==> config.mk <==
export PLATFORM = sky130hd
export DESIGN_NAME = uart_frame_ctrl
export DESIGN_NICKNAME = d
export VERILOG_FILES = /design/src/rtl/uart_frame_pkg.sv /design/src/rtl/uart_frame_timer.sv /design/src/rtl/uart_frame_ctrl.sv
export SDC_FILE = /design/constraint.sdc
export NUM_CORES = 1
export LEC_CHECK = 0
export CORE_MARGIN = 5
export CORE_UTILIZATION = 50
export CTS_CLUSTER_DIAMETER = 30
export DETAILED_ROUTE_END_ITERATION = 10
export GPL_TIMING_DRIVEN = 0
export MAX_ROUTING_LAYER = met4
export PLACE_DENSITY_LB_ADDON = 0.12
export SLEW_MARGIN = 20
export SYNTH_ARGS = -nofsm -noshare
export SYNTH_HDL_FRONTEND = slang
export SYNTH_SLANG_ARGS = --single-unit
export TNS_END_PERCENT = 30
==> constraint.sdc <==
create_clock -name clk_50 -period 4.7 [get_ports clk_50]
set_input_delay 1.41 -clock clk_50 [delete_from_list [all_inputs] [get_ports clk_50]]
set_output_delay 1.41 -clock clk_50 [all_outputs]
set_load 0.005 [all_outputs]
==> src/rtl/uart_frame_pkg.sv <==
// Shared types and constants for the UART command-frame controller.
package uart_frame_pkg;

  typedef enum logic [2:0] {
    S_IDLE = 3'd0,
    S_CMD  = 3'd1,
    S_LEN  = 3'd2,
    S_DATA = 3'd3,
    S_CHK  = 3'd4,
    S_HOLD = 3'd5
  } state_t;

  localparam logic [7:0] HDR_DEFAULT = 8'hAA;

  function automatic int len_w(input int max_len);
    return $clog2(max_len + 1);
  endfunction

  function automatic int addr_w(input int max_len);
    return (max_len > 1) ? $clog2(max_len) : 1;
  endfunction

endpackage

==> src/rtl/uart_frame_timer.sv <==
// Inter-byte idle timer: clearable counter with enable and a terminal-count flag.
module uart_frame_timer #(
  parameter int  TIMEOUT_CYC = 50000,
  localparam int CNT_W       = (TIMEOUT_CYC > 2) ? $clog2(TIMEOUT_CYC) : 1
) (
  input  logic clk_50,
  input  logic rst_n,
  input  logic i_en,
  input  logic i_clr,
  output logic o_tc
);

  // o_tc marks the cycle whose increment would bring the count to TIMEOUT_CYC-1
  localparam logic [CNT_W-1:0] LAST = CNT_W'(TIMEOUT_CYC - 2);

  logic [CNT_W-1:0] r_cnt;

  always_ff @(posedge clk_50 or negedge rst_n) begin
    if (!rst_n) begin
      r_cnt <= '0;
    end else if (i_clr || !i_en) begin
      r_cnt <= '0;
    end else begin
      r_cnt <= r_cnt + CNT_W'(1);
    end
  end

  assign o_tc = i_en & ~i_clr & (r_cnt == LAST);

endmodule

==> src/rtl/uart_frame_ctrl.sv <==
// Parses the UART byte stream into HDR/CMD/LEN/payload/CHK frames and holds
// each checked frame for the application until it is acknowledged.
//
// state  | meaning
// IDLE   | hunting for the header byte
// CMD    | waiting for the command byte
// LEN    | waiting for the payload length byte
// DATA   | storing payload bytes into the buffer
// CHK    | comparing the checksum byte
// HOLD   | good frame presented, waiting for frame_ack
module uart_frame_ctrl
  import uart_frame_pkg::*;
#(
  parameter int          MAX_LEN     = 16,
  parameter int          TIMEOUT_CYC = 50000,
  parameter logic [7:0]  HDR         = HDR_DEFAULT,
  localparam int         LEN_W       = len_w(MAX_LEN),
  localparam int         ADDR_W      = addr_w(MAX_LEN)
) (
  input  logic              clk_50,
  input  logic              rst_n,
  input  logic [7:0]        rx_data,
  input  logic              rx_valid,
  output logic              frame_valid,
  input  logic              frame_ack,
  output logic [7:0]        frame_cmd,
  output logic [LEN_W-1:0]  frame_len,
  input  logic [ADDR_W-1:0] rd_addr,
  output logic [7:0]        rd_data,
  output logic              busy,
  output logic              err_chk,
  output logic              err_len,
  output logic              err_timeout,
  output logic              err_overrun
);

  state_t            r_state;
  logic [7:0]        r_cmd;
  logic [LEN_W-1:0]  r_len;
  logic [7:0]        r_chk;
  logic [ADDR_W-1:0] r_idx;
  logic [7:0]        r_buf [MAX_LEN];
  logic              r_err_chk;
  logic              r_err_len;
  logic              r_err_timeout;
  logic              r_err_overrun;

  logic w_in_frame;
  logic w_tc;
  logic w_last;
  logic w_len_bad;
  logic w_hdr;

  assign w_in_frame = (r_state == S_CMD) || (r_state == S_LEN) ||
                      (r_state == S_DATA) || (r_state == S_CHK);
  assign w_last     = (LEN_W'(r_idx) == (r_len - LEN_W'(1)));
  assign w_len_bad  = (rx_data > 8'(MAX_LEN));
  assign w_hdr      = rx_valid && (rx_data == HDR);

  uart_frame_timer #(.TIMEOUT_CYC(TIMEOUT_CYC)) u_timer (
    .clk_50 (clk_50),
    .rst_n  (rst_n),
    .i_en   (w_in_frame),
    .i_clr  (rx_valid),
    .o_tc   (w_tc)
  );

  always_ff @(posedge clk_50 or negedge rst_n) begin
    if (!rst_n) begin
      r_state       <= S_IDLE;
      r_cmd         <= '0;
      r_len         <= '0;
      r_chk         <= '0;
      r_idx         <= '0;
      r_err_chk     <= 1'b0;
      r_err_len     <= 1'b0;
      r_err_timeout <= 1'b0;
      r_err_overrun <= 1'b0;
    end else begin
      r_err_chk     <= 1'b0;
      r_err_len     <= 1'b0;
      r_err_timeout <= 1'b0;
      r_err_overrun <= 1'b0;
      if (w_tc) begin
        r_err_timeout <= 1'b1;
        r_state       <= S_IDLE;
      end else begin
        case (r_state)
          S_IDLE: if (w_hdr) begin
            r_state <= S_CMD;
            r_chk   <= '0;
            r_idx   <= '0;
          end
          S_CMD: if (rx_valid) begin
            r_cmd   <= rx_data;
            r_chk   <= r_chk + rx_data;
            r_state <= S_LEN;
          end
          S_LEN: if (rx_valid) begin
            if (w_len_bad) begin
              r_err_len <= 1'b1;
              r_state   <= S_IDLE;
            end else begin
              r_len   <= LEN_W'(rx_data);
              r_chk   <= r_chk + rx_data;
              r_state <= (rx_data == 8'd0) ? S_CHK : S_DATA;
            end
          end
          S_DATA: if (rx_valid) begin
            r_chk <= r_chk + rx_data;
            r_idx <= r_idx + ADDR_W'(1);
            if (w_last) r_state <= S_CHK;
          end
          S_CHK: if (rx_valid) begin
            if (rx_data == r_chk) begin
              r_state <= S_HOLD;
            end else begin
              r_err_chk <= 1'b1;
              r_state   <= S_IDLE;
            end
          end
          S_HOLD: begin
            // an ack releases the frame and the same-cycle byte is seen as if in IDLE
            if (frame_ack) begin
              if (w_hdr) begin
                r_state <= S_CMD;
                r_chk   <= '0;
                r_idx   <= '0;
              end else begin
                r_state <= S_IDLE;
              end
            end else if (rx_valid) begin
              r_err_overrun <= 1'b1;
            end
          end
          default: r_state <= S_IDLE;
        endcase
      end
    end
  end

  always_ff @(posedge clk_50) begin
    if ((r_state == S_DATA) && rx_valid) r_buf[r_idx] <= rx_data;
  end

  assign rd_data     = r_buf[rd_addr];
  assign frame_valid = (r_state == S_HOLD);
  assign busy        = (r_state != S_IDLE);
  assign frame_cmd   = r_cmd;
  assign frame_len   = r_len;
  assign err_chk     = r_err_chk;
  assign err_len     = r_err_len;
  assign err_timeout = r_err_timeout;
  assign err_overrun = r_err_overrun;

endmodule
==> metrics.csv <==
stage,metric,value,unit
outcome,status,"complete, no violations",
cells_and_area,Antenna diodes,0,
sta,final hold violations,0,
critical_path,CP endpoint kind,primary output,
cells_and_area,highest-count cells in the layout ignoring fill and taps,"edfxtp_1, dfrtp_1, mux4_2, clkdlybuf4s50_1, nor2_1",
placement,placed cell count,722,
sta,fin crit share,98.9,%
placement,pre-CTS setup slack,-0.711,ns
run,maxcap violations,0,
pwr,Clock Power Share,34.1,%
placement,hpwl dp,10800,um
floorplan,IO Count,43,
cells_and_area,"most common cell after layout, fill and taps aside",edfxtp_1,
cells_and_area,post-layout util,60.7,%
synthesis,area share of the largest cell type after synthesis,49.4,%
cells_and_area,layout cells sized above 1,21.0,%
critical_path,launching point of the worst reg2reg path,r_state[0]$_DFFE_PN0P_,
synthesis,largest family of logic cells by synthesized area,multiplexers,
placement,PortBufs,39,
synthesis,Synth Area in Compound Gates,3.81,%
cells_and_area,fin area,9230,sq um
global_routing,global route total overflow,0,
global_routing,first-pass GRT wire length,25800,um
global_routing,largest net degree at the start of global routing,26,
global_routing,Total GRT Usage,19.5,%
sta,Final Setup Violations,0,
detailed_routing,vias per cell,5.78,
synthesis,Synth Register Bits,176,
pwr,logic gate share of total power,22.7,%
detailed_routing,DR iter-0 viols,269,
sta,relative slew slack,36.4,%
synthesis,"area leader, netlist",edfxtp_1,
clock_network,CTS Buffer Depth,2,
min_path,hold endpoint,u_timer.r_cnt[0]$_DFF_PN0_,
synthesis,Mapped Cells,487,
synthesis,yosys warns,0,
sta,worst slew pin tran,0.951,ns
sta,Setup TNS,0,ns
synthesis,area share of fa/ha/maj cells after synthesis,2.51,%
pwr,Tot Pwr,4.34,mW
sta,Final WS setup,0.0521,ns
critical_path,required time of the critical path,3.29,ns
detailed_routing,via count,4356,
min_path,Hold WC Path Type,flip-flop to flip-flop,
synthesis,XOR/XNOR Fraction of Synth Area,2.88,%
global_routing,initial antenna violation count,0,
detailed_routing,"antenna viol nets, final",0,
sta,FMAX,215,MHz
sta,Fin Clk Skew,0.00799,ns
synthesis,Synth Net Count,518,
floorplan,CORE AREA,15200,sq um
clock_network,CTS tree,yes,
floorplan,DIE HEIGHT,135,um
detailed_routing,Pre-Repair DR Iteration Count,4,
clock_network,CTS buffer count,17,
detailed_routing,WL final,15700,um
detailed_routing,WL/cell,20.8,um
cells_and_area,area growth from synthesis to layout,18.7,%
floorplan,die area,18100,sq um
clock_network,root buffer cell,clkbuf_16,
sta,RSZ-0062 raised after global routing,false,
synthesis,post-synthesis cell type count,60,
synthesis,Post-Synth Simple-Gate Area,9.01,%
placement,placed inst area,8510,sq um
critical_path,CP Data Arrival Time,3.24,ns
clock_network,"Reg clk slew, reported paths",0.06,ns
pwr,static leakage,3.31,nW
sta,fin crit period,4.65,ns
synthesis,"FFs w/ async S/R, synth",27.3,%
pwr,Int Pwr,3.19,mW
critical_path,crit path max fanout,10,
synthesis,"Seq/Total Area, Yosys",64.9,%
clock_network,"Clk Latency, worst-skew pair",0.42,ns
sta,Final Slew Violations,0,
sta,hold_ws,0.490,ns
critical_path,cells on worst reg2reg path,5,
detailed_routing,DRC,0,
synthesis,Mean Syn Cell Area,16.0,sq um
placement,GP Congestion,0.863,
floorplan,Die W,135,um
clock_network,hold buffers post-CTS,0,
min_path,hold path depth,1,
pwr,Sw Share,26.6,%
synthesis,Synth Cell Area,7780,sq um
global_routing,vias in the first global route,4555,
synthesis,Post-synth EDFFs,128,
synthesis,ys flop type,edfxtp_1,
floorplan,num rows,45,
cells_and_area,Final #Nets,584,
pwr,Sw Pwr,1.16,mW
clock_network,clock sinks,176,
min_path,worst hold start,u_timer.r_cnt[0]$_DFF_PN0_,
critical_path,Worst R2R End,r_buf[6][7]$_DFFE_PP_,
critical_path,CP Class,input pin to primary output,
pwr,pwr dens,471,nW/um^2
cells_and_area,Layout Cells excl Fill,754,
critical_path,CP startpoint kind,input pin,
synthesis,multiplexer area fraction after synthesis,14.7,%
pwr,sequential power share,43.2,%
floorplan,Starting Density,51.2,%
clock_network,H-tree depth,4,
synthesis,Synth area leaders,"edfxtp_1, dfrtp_1, mux4_2",
pwr,VDD IR max,0.295,mV
critical_path,Reg2Reg Setup Slack,2.06,ns
[sequential cells by signal, summed over array words and instances, names as in the netlist]
| signal | count |
|---|---|
| r_buf | 128 |
| u_timer.r_cnt | 16 |
| frame_cmd | 8 |
| r_chk | 8 |
| frame_len | 5 |
| r_idx | 4 |
| r_state | 3 |
| err_chk | 1 |
| err_len | 1 |
| err_overrun | 1 |
| err_timeout | 1 |
[layout make-up]
type | count | area (sq um)
repair buffers | 47 | 458
inverters | 24 | 90.1
clock inverters | 12 | 183
multi-input cells | 268 | 2600
fillers | 1147 | 5970
clock buffers | 20 | 447
plain buffers | 19 | 168
flip-flops and latches | 176 | 5040
well taps | 188 | 235
[worst max-delay path by stage]
stage	startpoint	to	slack [ns]	depth (start not counted)
after floorplan	rd_addr[0]	rd_data[0]	0.37	4
after global placement	rd_addr[1]	rd_data[4]	-0.69	5
after detailed placement	rd_addr[1]	rd_data[0]	-0.71	5
after CTS	rd_addr[0]	rd_data[3]	0.03	5
after global routing	rd_addr[0]	rd_data[3]	0.002	5
final	rd_addr[0]	rd_data[6]	0.05	5
[power groups by stage]
stage	Combinational, mW	Sequential, mW	Clock [mW]
after floorplan	0.642	1.89	0
after detailed placement	0.981	1.91	0
after global routing	1.10	1.89	1.58
after global placement	0.948	1.90	0
final	0.986	1.88	1.48
after CTS	0.994	1.88	1.51
[Yosys cell counts, types with 2 or more instances]
cell       number
a21oi_1         4
a22o_1          4
and2_1          2
and3_1          7
buf_1           2
buf_2           3
clkbuf_1       13
dfrtp_1        48
edfxtp_1      128
ha_1           14
inv_1          24
mux2_2         13
mux2_4          5
mux2i_1         2
mux4_2         40
nand2_1        17
nand2b_1        3
nand3_1        14
nand4_1         6
nor2_1         32
nor2b_1         6
nor3_1         14
nor3b_1         3
nor4_1          8
nor4b_1         2
o2111ai_1       2
o211ai_1        2
o21a_1          4
o21ai_0         8
o31ai_1         3
or3_1           4
xnor2_1        12
xor2_1         11
[per-layer routing]
metal	GRT usage, %	up-vias	part of all wire [%]
li1	-	2018	-
met3	3.43	21	3.1
met5	-	-	0
met1	25.1	2229	44
met4	6.11	0	1.5
met2	31.9	88	52
[cells by family (layout without fill, tap and decap cells)]
kind of cell / after synthesis / after routing
flops: 176 / 176
fa+ha+maj: 15 / 15
xor+xnor: 24 / 24
compound gates: 40 / 40
simple gates: 129 / 129
mux: 60 / 60
buf+inv: 43 / 122
[critical path, stage by stage]
cell             delay (ns)
clkbuf_8               0.15
buf_12                 0.16
mux4_2                 0.57
mux4_2                 0.49
clkdlybuf4s50_1        0.45
[repair_timing]
item | CTS | global route
resized for setup | 27 | 2
setup buffers | 0 | 0
setup endpoints to repair | 8 | 2
(Power assumes the default switching activity.)
